File: config.mk
export PLATFORM = sky130hd
export DESIGN_NAME = alien_hit_ctrl
export DESIGN_NICKNAME = d
export VERILOG_FILES = /design/src/rtl/alien_pkg.sv /design/src/rtl/bcd_score_counter.sv /design/src/rtl/alien_hit_ctrl.sv
export SDC_FILE = /design/constraint.sdc
export NUM_CORES = 1
export LEC_CHECK = 0
export BUFFER_PORTS_ARGS = -buffer_cell sky130_fd_sc_hd__buf_4
export CAP_MARGIN = 20
export CORE_MARGIN = 2
export CORE_UTILIZATION = 30
export DETAILED_ROUTE_END_ITERATION = 10
export MAX_ROUTING_LAYER = met4
export PLACE_DENSITY = 0.49
export SETUP_SLACK_MARGIN = 0.1
export SLEW_MARGIN = 20
export SYNTH_ARGS = -nofsm -noshare
export SYNTH_HDL_FRONTEND = slang
export SYNTH_SLANG_ARGS = --single-unit
File: constraint.sdc
create_clock -name clk -period 4.3 [get_ports clk]
set_clock_uncertainty 0.05 [all_clocks]
set_input_delay 0.86 -clock clk [delete_from_list [all_inputs] [get_ports clk]]
set_output_delay 0.86 -clock clk [all_outputs]
set_load 0.05 [all_outputs]
File: src/rtl/alien_pkg.sv
// Shared types and constants for the alien collision arbiter and its score counter.
package alien_pkg;

  typedef enum logic [0:0] {
    ALIVE = 1'b0,
    DEAD  = 1'b1
  } alien_hit_state_t;

  localparam int          SCORE_PER_ALIEN = 25;
  localparam logic [15:0] SCORE_MAX       = 16'h9999;

  // Binary to 4-digit packed BCD, evaluated at elaboration for constant increments.
  function automatic logic [15:0] to_bcd4(input int unsigned value);
    int unsigned v;
    logic [15:0] r;
    v = value;
    r = '0;
    for (int i = 0; i < 4; i++) begin
      r[i*4 +: 4] = 4'(v % 10);
      v = v / 10;
    end
    return r;
  endfunction

endpackage

File: src/rtl/bcd_score_counter.sv
// 4-digit BCD accumulator: adds a constant BCD increment per add pulse, saturating at SCORE_MAX.
module bcd_score_counter
  import alien_pkg::*;
#(
  parameter logic [15:0] INC_BCD = 16'h0025
) (
  input  logic        clk,
  input  logic        reset,
  input  logic        add_i,
  output logic [15:0] score_o
);

  logic [15:0] score_q;
  logic [15:0] score_d;
  logic [15:0] sum;
  logic [4:0]  digit;
  logic        carry;

  always_comb begin
    sum   = '0;
    digit = '0;
    carry = 1'b0;
    for (int i = 0; i < 4; i++) begin
      digit = 5'(score_q[i*4 +: 4]) + 5'(INC_BCD[i*4 +: 4]) + 5'(carry);
      if (digit > 5'd9) begin
        digit = digit - 5'd10;
        carry = 1'b1;
      end else begin
        carry = 1'b0;
      end
      sum[i*4 +: 4] = digit[3:0];
    end
    // A carry out of the thousands digit means the total passed 9999.
    score_d = score_q;
    if (add_i) begin
      score_d = carry ? SCORE_MAX : sum;
    end
  end

  always_ff @(posedge clk) begin
    if (reset) begin
      score_q <= '0;
    end else begin
      score_q <= score_d;
    end
  end

  assign score_o = score_q;

endmodule

File: src/rtl/alien_hit_ctrl.sv
// Per-frame alien/player/shot collision arbiter with respawn timer and player grace window.
// Optional BCD score output enabled by defining ALIEN_HIT_SCORE_EN.
module alien_hit_ctrl
  import alien_pkg::*;
#(
  parameter int RESPAWN_FRAMES = 120,
  parameter int GRACE_FRAMES   = 60
) (
  input  logic        clk,
  input  logic        reset,
  input  logic        startOfFrame,
  input  logic        alien_dr,
  input  logic        player_dr,
  input  logic        shot_dr,
  output logic        alien_died,
  output logic        player_died,
  output logic        alien_respawn,
  output logic        alien_alive
`ifdef ALIEN_HIT_SCORE_EN
  ,
  output logic [15:0] score
`endif
);

  localparam int RW = $clog2(RESPAWN_FRAMES + 1);
  // A zero grace window would give a zero-width counter, so keep at least one bit.
  localparam int GW = (GRACE_FRAMES > 0) ? $clog2(GRACE_FRAMES + 1) : 1;
  localparam logic [RW-1:0] RESPAWN_LOAD = RW'(RESPAWN_FRAMES);
  localparam logic [GW-1:0] GRACE_LOAD   = GW'(GRACE_FRAMES);

  alien_hit_state_t state_q;
  logic             hit_shot_q, hit_player_q;
  logic             hit_shot_d, hit_player_d;
  logic [RW-1:0]    respawn_cnt_q;
  logic [GW-1:0]    grace_cnt_q;
  logic             alien_died_q, player_died_q, alien_respawn_q;
  logic             shot_ovl, player_ovl, kill_now;

  assign shot_ovl   = alien_dr & shot_dr;
  assign player_ovl = alien_dr & player_dr;
  assign kill_now   = startOfFrame && (state_q == ALIVE) && hit_shot_q;

  // On a frame boundary the flags restart from this cycle's overlap.
  assign hit_shot_d   = startOfFrame ? shot_ovl   : (hit_shot_q   | shot_ovl);
  assign hit_player_d = startOfFrame ? player_ovl : (hit_player_q | player_ovl);

  always_ff @(posedge clk) begin
    if (reset) begin
      state_q         <= ALIVE;
      hit_shot_q      <= 1'b0;
      hit_player_q    <= 1'b0;
      respawn_cnt_q   <= '0;
      grace_cnt_q     <= '0;
      alien_died_q    <= 1'b0;
      player_died_q   <= 1'b0;
      alien_respawn_q <= 1'b0;
    end else begin
      alien_died_q    <= 1'b0;
      player_died_q   <= 1'b0;
      alien_respawn_q <= 1'b0;
      hit_shot_q      <= hit_shot_d;
      hit_player_q    <= hit_player_d;
      if (startOfFrame) begin
        if (grace_cnt_q != '0) begin
          grace_cnt_q <= grace_cnt_q - 1'b1;
        end
        unique case (state_q)
          ALIVE: begin
            if (kill_now) begin
              alien_died_q  <= 1'b1;
              respawn_cnt_q <= RESPAWN_LOAD;
              state_q       <= DEAD;
            end else if (hit_player_q && (grace_cnt_q == '0)) begin
              player_died_q <= 1'b1;
              grace_cnt_q   <= GRACE_LOAD;
            end
          end
          DEAD: begin
            if (respawn_cnt_q != '0) begin
              respawn_cnt_q <= respawn_cnt_q - 1'b1;
            end
            // Overlaps seen while dead must not leak into the first live frame.
            if (respawn_cnt_q == RW'(1)) begin
              alien_respawn_q <= 1'b1;
              state_q         <= ALIVE;
              hit_shot_q      <= 1'b0;
              hit_player_q    <= 1'b0;
            end
          end
          default: state_q <= ALIVE;
        endcase
      end
    end
  end

  assign alien_died    = alien_died_q;
  assign player_died   = player_died_q;
  assign alien_respawn = alien_respawn_q;
  assign alien_alive   = (state_q == ALIVE);

`ifdef ALIEN_HIT_SCORE_EN
  bcd_score_counter #(
    .INC_BCD(to_bcd4(SCORE_PER_ALIEN))
  ) u_score (
    .clk    (clk),
    .reset  (reset),
    .add_i  (kill_now),
    .score_o(score)
  );
`endif

endmodule
; After elaboration in Yosys (flattened, before gate mapping)
; Cells that the tools add are included.
[op_classes]
add_sub_neg = 2
n_mul = 0
n_div = 0
magnitude_cmp = 0
n_eq_ne = 3
shift = 0
n_mux = 20
bitwise_logic = 6
n_reduce_logical = 10
[op_table]
columns = cell, n
row1 = 2-to-1 mux 6 bit, 4
row2 = 2-to-1 mux 7 bit, 2
row3 = one-hot mux 7 bit (2 select lines), 1
row4 = 2-to-1 mux 1 bit, 12
row5 = equality test 7 x 1 -> 1 bit (second input constant), 1
row6 = nonzero test 7 bit, 1
row7 = subtractor 7 x 1 -> 7 bit (second input constant), 1
row8 = zero test 6 bit, 1
row9 = nonzero test 6 bit, 1
row10 = OR reduction 3 bit, 2
row11 = subtractor 6 x 1 -> 6 bit (second input constant), 1
row12 = != test 2 x 1 -> 1 bit (second input constant), 2
row13 = OR reduction 4 bit, 1
row14 = logical AND 1 bit, 3
row15 = AND reduction 3 bit, 1
row16 = bitwise AND 1 bit, 2
row17 = NOT 1 bit, 2
row18 = bitwise OR 1 bit, 2
row19 = one-hot mux 1 bit (2 select lines), 1
[totals]
register_bits = 19
latch_bits = 0
ram_bits = 0
romBits = 0
input_bits = 6
out_inout_bits = 4
word_cells = 49
n_memories = 0

; Logic depth before layout (Yosys ltp)
[depth]
depth_word = 6
ltp_mapped = 6
ltp_nobuf = 6

; Worst setup path after synthesis
; Ideal clock, no wire load.
[synth_timing]
path_type = in2reg
from = in startOfFrame
to = reg grace_cnt_q[5]
setup_time_ns = 0.132
t_arrival_ns = 1.924
required_time_ns = 4.118
path_slack_ns = 2.193
path_stages = 5
n_path_buf = 1
path_cell_list = buf_2 -> or4b_1 -> nor3_1 -> mux2i_1 -> a21oi_1
[synth_between]
elab_chain_len = 4
[synth_rtl]
columns = item, line_no
row1 = start: declaration, alien_hit_ctrl.sv:11  ; input logic startOfFrame,
row2 = logical AND 1 bit (2 in series), alien_hit_ctrl.sv:41  ; assign kill_now = startOfFrame && (state_q == ALIVE) && hit_shot_q;
row3 = 2-to-1 mux 6 bit, alien_hit_ctrl.sv:69  ; if (kill_now) begin
row4 = 2-to-1 mux 6 bit, alien_hit_ctrl.sv:67  ; unique case (state_q)
row5 = end signal: assignment, alien_hit_ctrl.sv:65  ; grace_cnt_q <= grace_cnt_q - 1'b1;
row6 = end: declaration, alien_hit_ctrl.sv:35  ; logic [GW-1:0] grace_cnt_q;
; Parallel ways exist; a longest one is shown, timed or not.
; A chain may end at the register's enable or synchronous reset.

; Final worst setup path
[layout_timing]
from = reg state_q
to = out alien_alive
[layout_between]
elab_chain_len = 1
[layout_rtl]
columns = item, line_no
row1 = start: declaration, alien_hit_ctrl.sv:31  ; alien_hit_state_t state_q;
row2 = start signal: assignment, alien_hit_ctrl.sv:49  ; state_q <= ALIVE;
row3 = start signal: assignment, alien_hit_ctrl.sv:72  ; state_q <= DEAD;
row4 = start signal: assignment, alien_hit_ctrl.sv:85  ; state_q <= ALIVE;
row5 = NOT 1 bit, -
row6 = end: declaration, alien_hit_ctrl.sv:18  ; output logic alien_alive
; Every way passes these cells.

==> results.txt <==
- Run status: complete, no violations
* Number of maximum-capacitance violations: 0
- Critical path fanouts, max: 7
- Post-Place Cell Area: 1030 um2
- The largest total area in the synthesized netlist belongs to dfxtp_1.
- Adding up every negative setup slack in the final design gives 0 ns.
* Wire length of the first global-routing pass: 3240 um
- Buffers inserted during clock tree synthesis total 3.
- Overall die height: 59.8 um
* Via count of the first global-routing pass: 710
- Once the clock tree was built, the resizer swapped 0 gates to a different size.
- In the finished design, the share of the clock period the worst path needs comes to 0.465.
- Standard cell core area: 3000 um2
- After detailed routing, the number of vias per cell comes to 5.13.
- Mean routed wirelength per cell: 12.8 um
- DR iter-0 viols: 6
- Routed Antenna Nets: 0
* Post-route design area: 1060 um2
- STA puts the critical path data required time at 3.39 ns.
* Setup crit end kind: output port
- Power density relative to cell area: 494 nW/um2
- Final max-slew violation count: 0
- The share of synthesized area in the top cell type comes to 0.408.
* Number of antenna violations at the first check in global routing: 0
- Worst voltage drop across the vdd grid: 0.249 mV
- Final WL: 1890 um
* Number of search-and-repair iterations in the first detailed-routing pass: 4
- Counting every sink on the clock net gives 19.
* Filler cell count: 336
* Antenna Cells: 0
- Unrepaired setup endpoints after global routing: false
* WP data arrival: 1.09 ns
- Most frequent cells in the layout: dfxtp_1 (19), nor2_1 (11), buf_4 (9)
- Of the cells placed in the final design, the portion with a size suffix greater than 1 is 0.149.
* Share of synthesized area occupied by flip-flops and latches: 0.408
- Compared with the post-synthesis result, the final layout area differs by 13.5%.
- Per-instance average area after synthesis: 9.06 um2
* Slowest cell on crit path: dfxtp_1
- Final Hold Viols: 0
- Post-CTS setup buffer count: 0
- Measured along the x axis, the die boundary spans 59.8 um.
- Clock insertion delay at the later pin of the skew report: 0.29 ns
- The smallest clock period supported by the final layout is computed as 2.00 ns.
* Critical path startpoint category: flip-flop
- Transition time at the pin with the least slew margin: 0.648 ns
- The tree is rooted in a clkbuf_4.
* Yosys reg bits: 19
* Global placer's final weighted congestion: 0.750
* Sum of net half-perimeters after detailed placement: 1380 um
- Critical path start-end classification: reg2out
- Nets: 126
- CTS built an H-tree with a depth of 1.
- Counting both buffers and inverters, the worst setup path holds a total of 2.
* Clock-pin slew on the worst setup and hold paths: 0.10 ns
- When the netlist entered floorplanning its net count stood at 114.
- The critical path goes through inv_1 -> buf_4.
- Number of standard cells after synthesis: 103
* TritonCTS clock tree: built
- Site row count: 20
- After synthesis, the cell types taking the most area are dfxtp_1 (41%), ha_1 (6.7%), nor2_1 (4.4%), a31oi_1 (3.4%), or3_1 (3.4%).
- Headroom to the max-slew limit came out at 0.564.
- Counting along the longest clock path gives a buffer depth of 2.
- The library cell used most frequently in the layout, excluding fill and tap cells, is dfxtp_1.
- Via count: 754
- Overflow left after global routing: 0
- Maximum number of pins on one net before global-route repair: 15
- Critical path's top delay family: flip-flops
- The largest single stage delay on the critical path is 0.45 ns.
* Total die area: 3570 um2
* Quantity of hold-fixing buffers added after cts: 0
* Synth Warn #: 0
- The path class of the tightest hold or removal check is reg2reg.
- DRC violation count after routing: 0
- Leakage power: 0.426 nW
* I/O pin cnt: 10
- For this configuration, the core starts out at a cell density of 0.311.
- Setup violations remaining at the end of the flow were counted as 0.
* Achievable clock frequency: 500 MHz
- Port buffer count: 9
* Cell variety after synth: 34
- Netlist area before placement: 933 um2
* Global-route total usage across every layer: 0.124
[power by group]
| group | total, W | switching, W | leakage (nW) | internal, W |
|---|---|---|---|---|
| clock | 0.0000882 | 0.0000522 | 0.0150 | 0.0000360 |
| sequential | 0.000245 | 0.0000345 | 0.155 | 0.000210 |
| combinational | 0.000191 | 0.0000991 | 0.256 | 0.0000921 |
[cells in the mapped netlist, drive strengths merged]
| master | instances |
|---|---|
| dfxtp | 19 |
| nor2 | 11 |
| inv | 7 |
| nand2 | 6 |
| a21oi | 5 |
| a31oi | 5 |
| ha | 5 |
| or3 | 5 |
| o21ai | 4 |
| and3 | 3 |
| mux2i | 3 |
| nor3 | 3 |
| xnor2 | 3 |
| a22oi | 2 |
| nor2b | 2 |
| nor4 | 2 |
| o41ai | 2 |
| or4 | 2 |
| or4b | 2 |
| a211oi | 1 |
| buf | 1 |
| clkbuf | 1 |
| nand2b | 1 |
| nand3 | 1 |
| nand4 | 1 |
| nand4b | 1 |
| nor4b | 1 |
| o211ai | 1 |
| o21a | 1 |
| o31ai | 1 |
| or3b | 1 |
[worst paths after layout]
path	from	endpoint	slack, ns	depth (start not counted)
worst min register to register	grace_cnt_q[2]	grace_cnt_q[2]	0.48	2
worst min-delay path	grace_cnt_q[2]	grace_cnt_q[2]	0.48	2
worst max register to register	grace_cnt_q[0]	grace_cnt_q[0]	2.33	6
worst max-delay path	state_q	alien_alive	2.30	2
[worst register-to-register path, stage by stage, from the launching register on]
cell      delay [ns]
dfxtp_1         0.34
inv_1           0.08
ha_1            0.14
nand2b_1        0.07
nor4_1          0.50
nand4_1         0.39
and3_1          0.29
[flip-flops by register name, summed over array words and instances (netlist names)]
| register | count |
|---|---|
| respawn_cnt_q | 7 |
| grace_cnt_q | 6 |
| alien_died | 1 |
| alien_respawn | 1 |
| hit_player_q | 1 |
| hit_shot_q | 1 |
| player_died | 1 |
| state_q | 1 |
[per-stage QoR]
stage,utilization,instances,total power (W),worst slack (ns),hold WS (ns)
floorplan,-,103,0.000398,2.19,0.426
global placement,0.344,143,0.000436,2.19,0.451
detailed placement,0.344,143,0.000440,2.14,0.473
CTS,0.353,147,0.000532,2.28,0.489
global route,0.353,147,0.000575,2.16,0.517
finish,0.353,147,0.000524,2.30,0.481
[layout make-up]
type                       count  area, um2  share of cell area
tap                           33       41.3              0.0390
sequential                    19        380               0.359
timing repair buffer           9       67.6              0.0638
inverter                       7       26.3              0.0248
multi-input combinational     75        518               0.489
clock buffer                   4       26.3              0.0248
[cell families (layout without fill, tap and decap cells)]
family,count (synthesis),in the layout,synth area share
fa+ha+maj,5,5,0.0670
flops,19,19,0.408
xor+xnor,3,3,0.0282
simple gates,42,42,0.260
compound gates,22,22,0.168
mux,3,3,0.0322
buf+inv,9,20,0.0375
[routing by layer]
layer	global-route usage	wire length (um)
met3	0.0195	53
met4	0.0571	21
met2	0.177	793
met5	-	0
met1	0.170	1020
Power figures use the tool's default switching activity.
